### config.mk
export PLATFORM = sky130hd
export DESIGN_NAME = image_tile_loader
export DESIGN_NICKNAME = d
export VERILOG_FILES = /design/src/rtl/image_tile_loader.sv
export SDC_FILE = /design/constraint.sdc
export NUM_CORES = 1
export LEC_CHECK = 0
export CORE_AREA = 2 2 243 245
export DETAILED_ROUTE_END_ITERATION = 16
export DIE_AREA = 0 0 245 247
export GPL_ROUTABILITY_DRIVEN = 0
export PLACE_DENSITY_LB_ADDON = 0.05
export REMOVE_ABC_BUFFERS = 1
export SYNTH_ARGS = -nofsm -noshare
export SYNTH_HDL_FRONTEND = slang
export SYNTH_SLANG_ARGS = --single-unit
### constraint.sdc
create_clock -name CLK -period 5.8 [get_ports CLK]
set_clock_uncertainty 0.2 [all_clocks]
set_input_delay 0.87 -clock CLK [delete_from_list [all_inputs] [get_ports CLK]]
set_output_delay 0.87 -clock CLK [all_outputs]
set_load 0.05 [all_outputs]
### src/rtl/image_tile_loader.sv
// image_tile_loader: walks a rectangular tile of the 96x96 8-bit image in data
// memory and streams it as 16-lane vector beats, one 8-pixel chunk per beat.
// Memory reads are combinational, so the beat register captures RD for the
// current Addr on the same edge that advances the walk counters.
module image_tile_loader #(
  parameter int IMAGE_WIDTH  = 96,
  parameter int IMAGE_HEIGHT = 96,
  parameter int PIX_SIZE     = 8,
  parameter int LANES        = 8
) (
  input  logic              CLK,
  input  logic              RST_N,
  input  logic              Start,
  input  logic [15:0]       X0,
  input  logic [15:0]       Y0,
  input  logic [15:0]       Cols,
  input  logic [15:0]       Rows,
  output logic              Busy,
  output logic              Done,
  output logic              Err,
  output logic [15:0]       Addr,
  input  logic [15:0][15:0] RD,
  output logic [15:0][15:0] VecOut,
  output logic              VecValid,
  input  logic              VecReady,
  output logic [15:0]       VecX,
  output logic [15:0]       VecY,
  output logic              VecLast
);

  localparam logic [15:0] IW16    = 16'(IMAGE_WIDTH);
  localparam logic [16:0] IW17    = 17'(IMAGE_WIDTH);
  localparam logic [16:0] IH17    = 17'(IMAGE_HEIGHT);
  localparam logic [15:0] LANES16 = 16'(LANES);
  localparam logic [16:0] LANES17 = 17'(LANES);

  typedef enum logic [2:0] {
    S_IDLE  = 3'd0,
    S_CHECK = 3'd1,
    S_FETCH = 3'd2,
    S_DRAIN = 3'd3,
    S_DONE  = 3'd4
  } state_t;

  state_t state, state_nx;

  // Latched tile configuration and walk position
  logic [15:0] x0_r, y0_r, cols_r, rows_r;
  logic [15:0] cx, cy;

  // Tile bounds in 17 bits so the sums never wrap
  logic [16:0] xend, yend, rem;
  logic        cfg_bad, row_end, last_row, last_beat, load, accept;
  logic [15:0] addr_lin;
  logic [15:0] lane_live;

  // Upper pixel bytes and lanes beyond LANES are never forwarded
  logic unused_rd;
  assign unused_rd = ^RD;

  assign xend      = {1'b0, x0_r} + {1'b0, cols_r};
  assign yend      = {1'b0, y0_r} + {1'b0, rows_r};
  assign cfg_bad   = (cols_r == 16'd0) || (rows_r == 16'd0) ||
                     (xend > IW17) || (yend > IH17);
  assign rem       = xend - {1'b0, cx};
  assign row_end   = ({1'b0, cx} + LANES17) >= xend;
  assign last_row  = ({1'b0, cy} + 17'd1) >= yend;
  assign last_beat = row_end && last_row;
  assign addr_lin  = cy * IW16 + cx;
  assign accept    = VecValid && VecReady;
  // The beat register is free when empty or being drained this edge
  assign load      = (state == S_FETCH) && (!VecValid || VecReady);

  // Lane is live when it falls inside the tile's right edge
  always_comb begin
    lane_live = '0;
    for (int i = 0; i < 16; i++) begin
      lane_live[i] = (i < LANES) && (17'(i) < rem);
    end
  end

  // State register
  always_ff @(posedge CLK or negedge RST_N) begin
    if (!RST_N) state <= S_IDLE;
    else        state <= state_nx;
  end

  // Next-state logic
  always_comb begin
    state_nx = state;
    unique case (state)
      S_IDLE:  if (Start) state_nx = S_CHECK;
      S_CHECK: state_nx = cfg_bad ? S_DONE : S_FETCH;
      S_FETCH: if (load && last_beat) state_nx = S_DRAIN;
      S_DRAIN: if (accept) state_nx = S_DONE;
      S_DONE:  state_nx = S_IDLE;
      default: state_nx = S_IDLE;
    endcase
  end

  // State-decoded outputs; Addr only driven while fetching
  always_comb begin
    Busy = (state == S_CHECK) || (state == S_FETCH) || (state == S_DRAIN);
    Done = (state == S_DONE);
    Addr = (state == S_FETCH) ? addr_lin : 16'd0;
  end

  // Config latch, error flag and walk counters
  always_ff @(posedge CLK or negedge RST_N) begin
    if (!RST_N) begin
      x0_r   <= '0;
      y0_r   <= '0;
      cols_r <= '0;
      rows_r <= '0;
      cx     <= '0;
      cy     <= '0;
      Err    <= 1'b0;
    end else begin
      unique case (state)
        S_IDLE: begin
          if (Start) begin
            x0_r   <= X0;
            y0_r   <= Y0;
            cols_r <= Cols;
            rows_r <= Rows;
            Err    <= 1'b0;
          end
        end
        S_CHECK: begin
          if (cfg_bad) begin
            Err <= 1'b1;
          end else begin
            cx <= x0_r;
            cy <= y0_r;
          end
        end
        S_FETCH: begin
          if (load) begin
            if (row_end) begin
              cx <= x0_r;
              cy <= cy + 16'd1;
            end else begin
              cx <= cx + LANES16;
            end
          end
        end
        default: ;
      endcase
    end
  end

  // Output beat register: loads a masked chunk, holds it under backpressure
  always_ff @(posedge CLK or negedge RST_N) begin
    if (!RST_N) begin
      VecOut   <= '0;
      VecValid <= 1'b0;
      VecX     <= '0;
      VecY     <= '0;
      VecLast  <= 1'b0;
    end else if (load) begin
      for (int i = 0; i < 16; i++) begin
        VecOut[i] <= lane_live[i] ? 16'(RD[i][PIX_SIZE-1:0]) : 16'd0;
      end
      VecValid <= 1'b1;
      VecX     <= cx;
      VecY     <= cy;
      VecLast  <= last_beat;
    end else if (accept) begin
      VecValid <= 1'b0;
    end
  end

endmodule

* Word level (Yosys, flattened, before mapping) *
Index checks and enable logic that the tools add are counted.

word-level totals
  ROM bits = 0
  register bits = 262
  bits in writable memories = 0
  word-level logic and storage cells = 101
  output and inout bits = 309
  memories kept = 0
  input port bits = 324
  latch bits = 0

operators by class
  $add $sub $neg = 8
  bitwise gates (word level) = 0
  multiply operators = 1
  shift operators = 0
  divide/modulo/power cells = 0
  muxes and demuxes = 27
  magnitude comparators = 12
  equal/unequal tests = 11
  reduce and logical (&&, ||, !) cells = 22

operator list
  cell                     count
  $mux W16                 7
  $lt A3 B17 Y1 const A    4
  $mux W8                  8
  $pmux W16 S2             2
  $add A16 B16 Y17         2
  $ge A17 B17 Y1           2
  $gt A17 B7 Y1 const B    2
  $lt A1 B17 Y1 const A    2
  $lt A2 B17 Y1 const A    2
  $logic_not A16 Y1        2
  $add A16 B1 Y17 const B  1
  $add A16 B4 Y17 const B  1
  $sub A17 B16 Y17         1
  $add A16 B1 Y16 const B  1
  $add A16 B16 Y16         1
  $add A16 B4 Y16 const B  1
  $mul A16 B2 Y11 const B  1
  $mux W3                  4
  $ne A2 B2 Y1 const B     6
  $pmux W3 S4              1
  $reduce_and A3 Y1        3
  $eq A3 B2 Y1 const B     2
  $logic_or A1 B1 Y1       6
  $reduce_bool A2 Y1       3
  other kinds (10)         16

* Depth between registers and ports, before layout *
Gate-level depths: netlist of run 1.

  word-level depth = 6
  mapped depth = 21
  mapped depth without buffers = 19

* Least setup slack after synthesis of run 1 *
OpenSTA, ideal clock, no wires.

  path kind = reg-to-output
  start point = register cy[0]
  end point = output port Addr[15]
  path buffers = 0
  stages on the path, launching flop included = 15
  data arrival time = 3670 ps
  data required time = 4730 ps
  slack = 1060 ps
  path through = dfrtp_1 ha_1 fa_1 a21oi_1 nor2_1 nor2_1 o21bai_1 a21oi_1 xnor2_1 ha_1 a21o_1 a31oi_1 o21ai_0 or2_2 mux2i_1

between the ends
  longest elaborated chain between the ends = 3

ends and longest elaborated chain
  item                      RTL line  RTL
  start: declaration        49        logic [15:0] cx, cy;
  start signal: assignment  134       cy <= y0_r;
  start signal: assignment  141       cy <= cy + 16'd1;
  $mul A16 B2 Y11           69        assign addr_lin = cy * IW16 + cx;
  $add A16 B16 Y16          69
  $mux W16                  105       Addr = (state == S_FETCH) ? addr_lin : 16'd0;
  end: declaration          21        output logic [15:0] Addr,

Every way passes these cells.

* Worst setup path after layout of run 1 *
  start point = register cy[1]
  end point = output port Addr[15]

Same word-level chain as after synthesis.

==> results of run 1 <==
[routing by layer]
layer	wire length [µm]	vias up
met5	0	-
met2	20700	371
met4	975	0
met1	22900	5405
met3	2300	35
li1	-	5447
[state kept, by name (all words and copies together) (netlist names)]
signal and count:
VecOut 64, VecY 16, Err 1, VecValid 1, rows_r 16, state 3
VecX 16, y0_r 16, cx 16, cy 16, cols_r 16, x0_r 16
VecLast 1
[layout make-up]
class	instances	area, µm²
fillers	6125	40500
clock buffers	20	467
well taps	773	967
multi-input cells	1173	8210
flip-flops and latches	198	4950
clock inverters	12	116
repair buffers	284	2830
inverters	65	244
[report_power, final]
part	internal, mW	switching, mW	leakage, nW	total [mW]
clock network	0.635	0.616	0.290	1.25
registers	1.98	0.590	2.36	2.57
logic	3.70	5.94	5.58	9.64
total	6.31	7.15	8.23	13.5
[path summary, 6_finish.rpt]
| path | to | slack (ps) |
|---|---|---|
| worst min register to register | VecX[11] | 280 |
| worst min-delay path | VecY[13] | 230 |
| min in group CLK | VecX[11] | 280 |
| worst max-delay path | Addr[15] | 350 |
| worst max register to register | VecOut[83] | 540 |
| max in group asynchronous | VecOut[6] | 3840 |
[synthesized netlist by cell type, types with 14 or more instances]
cell type,count
nand2_1,79
dfrtp_1,198
nor2b_1,17
nand4_1,16
nor2_1,59
mux2_2,79
a31oi_1,24
xor2_1,19
o21ai_0,62
nand3_1,45
ha_1,103
inv_1,65
xnor2_1,42
o21a_1,14
clkbuf_1,50
nor4_1,16
a21o_1,26
buf_4,192
mux2i_1,92
a21oi_1,100
[metrics by stage]
step / hold WS, ps / area, µm²
detailed placement: 273 / 17200
floorplan: 269 / 13400
global route: 274 / 17800
global placement: 264 / 17200
CTS: 247 / 17800
finish: 230 / 17800
[cells in the final DEF (no fill, tap or decap), drive strengths merged, types with 5 or more instances in the layout]
| cell | netlist | routed |
|---|---|---|
| nor4 | 16 | 16 |
| o21bai | 13 | 13 |
| clkdlybuf4s50 | 0 | 246 |
| clkbuf | 51 | 21 |
| conb | 1 | 192 |
| a211o | 10 | 10 |
| o22ai | 5 | 5 |
| mux2 | 81 | 81 |
| mux2i | 92 | 92 |
| nand4 | 16 | 16 |
| a21oi | 102 | 102 |
| and3 | 13 | 13 |
| nor2b | 17 | 17 |
| xnor2 | 42 | 42 |
| or2 | 7 | 7 |
| nand2 | 79 | 79 |
| or3 | 7 | 7 |
| nand3 | 45 | 45 |
| buf | 205 | 37 |
| fa | 5 | 5 |
| a21o | 26 | 26 |
| a31oi | 24 | 24 |
| and2 | 8 | 8 |
| o21a | 14 | 14 |
| inv | 65 | 71 |
| nor2 | 59 | 59 |
| xor2 | 19 | 19 |
| nor3 | 10 | 10 |
| dfrtp | 198 | 198 |
| o21ai | 74 | 74 |
| nand2b | 11 | 11 |
| ha | 103 | 103 |
| o211ai | 10 | 10 |
[cells by family after synthesis]
| group | synth area share, % |
|---|---|
| AOI/OAI and AO/OA | 14.8 |
| xor gates and xnor gates | 3.72 |
| adders and majority gates | 9.68 |
| buffers and inverters | 13.5 |
| DFF | 34.5 |
| muxes | 12.8 |
| other | 0.0261 |
| and+or+nand+nor | 10.9 |
==> impl_metrics.ini, run 1 <==
[run_status]
status = complete, no violations

[clocking]
cts_made_buffers = 17
postCtsSetupBuffers = 0
clk_pin_slew_worst_paths_ps = 80
holdBufCountCts = 0
clockBufferDepth = 2
cts_tree = built
cts.sinks = 198
clk-insertion-delay-late_ps = 490
ctsHtreeMaxLevel = 4
post_cts_resized = 0
cts_root_buf = clkbuf_16

[die]
core_area_mm2 = 0.0582
io_pins = 633
die_h_um = 247
dieArea_mm2 = 0.0605
die_w_um = 245
rows = 89
start_util_pct = 24.6

[critical_path]
cp-end-kind = primary output
path_cells = ha_1 -> fa_1 -> a21oi_1 -> nor2_1 -> nor2_1 -> o21bai_1 -> a21oi_1 -> o21bai_1 -> a21oi_1 -> xnor2_1 -> ha_1 -> a21oi_1 -> o21ai_0 -> or2_2 -> mux2i_1 -> buf_4
crit_start = cy[1]
cpMostUsedCell = a21oi_1
cp_top_family = compound AO/OA/AOI/OAI gates
cp-start-kind = register
path_depth = 16
reg2reg_from = cols_r[0]
worstPathBufferInverterCount = 1
path_max_fanout = 6
crit_required_ps = 4730
slowest_delay_ps = 470
arrival_ps = 4380
path_class = reg -> out
crit_slowest_cell = dfrtp_1
rr_worst_depth = 21

[route]
drt_wl_total_mm = 46.9
drtAntennaViolNets = 0
vias_per_cell = 4.46
firstDrtPassIters = 5
drcViolationCount = 0
routedWlPerCell_um = 18.6
num_vias = 11300
initialDrtViolationCount = 591

[power]
power.density_mw_per_mm2 = 756
peakVddDrop_v = 0.000304
total_power_mw = 13.5
power_leakage_nw = 8.23

[global_route]
track_usage_pct = 15.6
grt_pass1_vias = 11000
grt_use_met2_pct = 23.6
grtUsageMet3_pct = 3.08
overflow = 0
grt_use_met1_pct = 22.1
antenna_found_initial = 0
grt_pass1_wl_mm = 70.7
grt_max_degree = 130
top_usage_layer = met2

[timing]
tns_ps = 0
slew_viol_final = 0
fmax_mhz = 184
grt_setup_unrepaired = false
timing.final.crit_share_pct = 93.9
slew_headroom_pct = 35.0
setup_viol = 0
finalCriticalPeriod_ps = 5450
setup_ws_ps = 353
tightest_slew_ps = 965
finalHoldViolCount = 0

[logic_synthesis]
seq_area_frac_synth_pct = 34.5
synth_top_area_share_pct = 34.5
syn_avg_cell_area_um2 = 9.56
synthesis.area_mm2 = 0.0144
synth_largest_area_cell = dfrtp_1
synth_ff_type = dfrtp_1
ys_seq_elements = 198
ys_types = 77
synth_edf_count = 0
yosys_warnings = 0
netlist_instances = 1501
synthTopCellsByArea = dfrtp_1 35%, buf_4 10%, ha_1 9.0%
synth_async_sr_flop_share_pct = 100

[final_layout]
n_antenna_cell = 0
fin_util_pct = 30.5
fin_cells = 2525
syn_to_final_growth_pct = 23.9
drive_gt1_share_pct = 9.93
nets = 2171

[placed_design]
dp.cells = 2493
preCtsSetupSlack_ps = 450
hpwlAfterDp_mm = 36.9
numPortBuffers = 248

[job]
cap_violations = 0

[min_path]
hold_class = in -> async
(Power assumes the default switching activity.)
==> inputs of run 2 (changes only) <==
MAX_ROUTING_LAYER = met4   (was default)
==> impl_metrics.ini, run 2 (synthesized netlist as in run 1, its figures left out) <==
[final_layout]
final_common_cell = clkdlybuf4s50_1
n_antenna_cell = 0
largest_reg_flops = 64
layout_common_cells = 246 x clkdlybuf4s50_1, 198 x dfrtp_1, 192 x conb_1
fill_cells = 6125
syn_to_final_growth_pct = 23.9
top_register = VecOut
nets = 2171
drive_gt1_share_pct = 9.93
finalInstanceArea_mm2 = 0.0178
fin_cells = 2525
fin_util_pct = 30.5

[clocking]
cts_tree = built
cts_made_buffers = 17
clk_pin_slew_worst_paths_ps = 80
holdBufCountCts = 0
cts_root_buf = clkbuf_16
clockBufferDepth = 2
post_cts_resized = 0
cts.sinks = 198
clk-insertion-delay-late_ps = 490
postCtsSetupBuffers = 0
ctsHtreeMaxLevel = 4

[power]
power_leakage_nw = 8.23
peakVddDrop_v = 0.000304
p_sw_mw = 7.14
seq_power_share_pct = 19.1
power.density_mw_per_mm2 = 756
clkPwrFrac_pct = 9.3
switching_share_pct = 53.1
pwr-share-comb_pct = 71.6
intPower_mw = 6.31

[timing]
fmax_mhz = 183
setup_viol = 0
grt_setup_unrepaired = false
timing.final.crit_share_pct = 94.1
tightest_slew_ps = 981
finalCriticalPeriod_ps = 5460
slew_viol_final = 0
slew_headroom_pct = 34.6
finalHoldViolCount = 0
setup_ws_ps = 340

[die]
io_pins = 633
dieArea_mm2 = 0.0605
core_area_mm2 = 0.0582
start_util_pct = 24.6
die_h_um = 247
rows = 89
die_w_um = 245

[critical_path]
crit_required_ps = 4730
r2r_slack_ps = 440
cp-end-kind = primary output
path_depth = 14
worstReg2RegEnd = VecOut[83]
path_class = reg -> out
slowest_delay_ps = 890
path_cells = ha_1 -> fa_1 -> a21oi_1 -> nor2_1 -> nor2_1 -> o21bai_1 -> a21oi_1 -> xnor2_1 -> ha_1 -> a21o_1 -> a31oi_1 -> xor2_1 -> nor2_1 -> clkdlybuf4s50_1
cpMostUsedCell = nor2_1
path_max_fanout = 6
reg2reg_from = cols_r[0]
cp_top_family = adder cells
arrival_ps = 4390
crit_slowest_cell = clkdlybuf4s50_1
worstPathBufferInverterCount = 1
rr_worst_depth = 21
cp-start-kind = register

[route]
firstDrtPassIters = 5
num_vias = 11200
routedWlPerCell_um = 18.6
drcViolationCount = 0
vias_per_cell = 4.45
initialDrtViolationCount = 562
drt_wl_total_mm = 46.9
drtAntennaViolNets = 0

[global_route]
overflow = 0
grt_max_degree = 130
grt_pass1_vias = 11000
antenna_found_initial = 0
grt_pass1_wl_mm = 70.7
track_usage_pct = 16.0

[job]
cap_violations = 0

[placed_design]
dp.cells = 2493
preCtsSetupSlack_ps = 450
place_area_mm2 = 0.0172
numPortBuffers = 248
hpwlAfterDp_mm = 36.9

[run_status]
status = complete, no violations

[min_path]
hold_class = in -> async
-- run 2: cell counts in the layout (fill, tap and decap cells not counted) --
No cell type changed its count.
-- run 2: stage by stage --
stage | setup TNS (ps) | power [mW] | hold WS (ps)
2_1_floorplan | -456930 | 9.15 | 269
3_3_place_gp | 0 | 12.3 | 264
3_5_place_dp | 0 | 12.3 | 273
4_1_cts | 0 | 13.7 | 247
5_1_grt | 0 | 14.7 | 274
6_report | 0 | 13.5 | 236
-- run 2: power by group through the flow --
| stage | combinational [mW] | sequential (mW) | clock, mW |
|---|---|---|---|
| after floorplan | 5.56 | 3.59 | 0 |
| after global placement | 9.68 | 2.60 | 0 |
| after detailed placement | 9.71 | 2.62 | 0 |
| after CTS | 9.76 | 2.59 | 1.32 |
| after global routing | 10.7 | 2.68 | 1.36 |
| final | 9.63 | 2.57 | 1.25 |
-- run 2: worst max path at each step --
stage	slack, ps	from	end
global route	10	cy[1]	Addr[13]
floorplan	-4390	state[0]	VecOut[16]
global placement	430	cols_r[0]	VecOut[65]
finish	340	cy[1]	Addr[13]
CTS	220	cy[1]	Addr[15]
detailed placement	450	cols_r[0]	VecOut[71]
-- run 2: metal layers --
layer  up-vias  GRT usage [%]  routed length, µm  share of wire, %
met1      5397           22.3              23000                49
li1       5451              -                  -                 -
met2       360           23.4              20600                44
met3        33           3.00               2390               5.1
met4         0           4.97                955               2.0
met5         -              -                  0                 0
-- run 2: area by class of cell --
type | count | area [µm²] | area share, %
multi-input cells | 1173 | 8210 | 46.2
clock buffers | 20 | 467 | 2.62
clock inverters | 12 | 116 | 0.654
flip-flops and latches | 198 | 4950 | 27.9
inverters | 65 | 244 | 1.37
repair buffers | 284 | 2830 | 15.9
well taps | 773 | 967 | 5.44
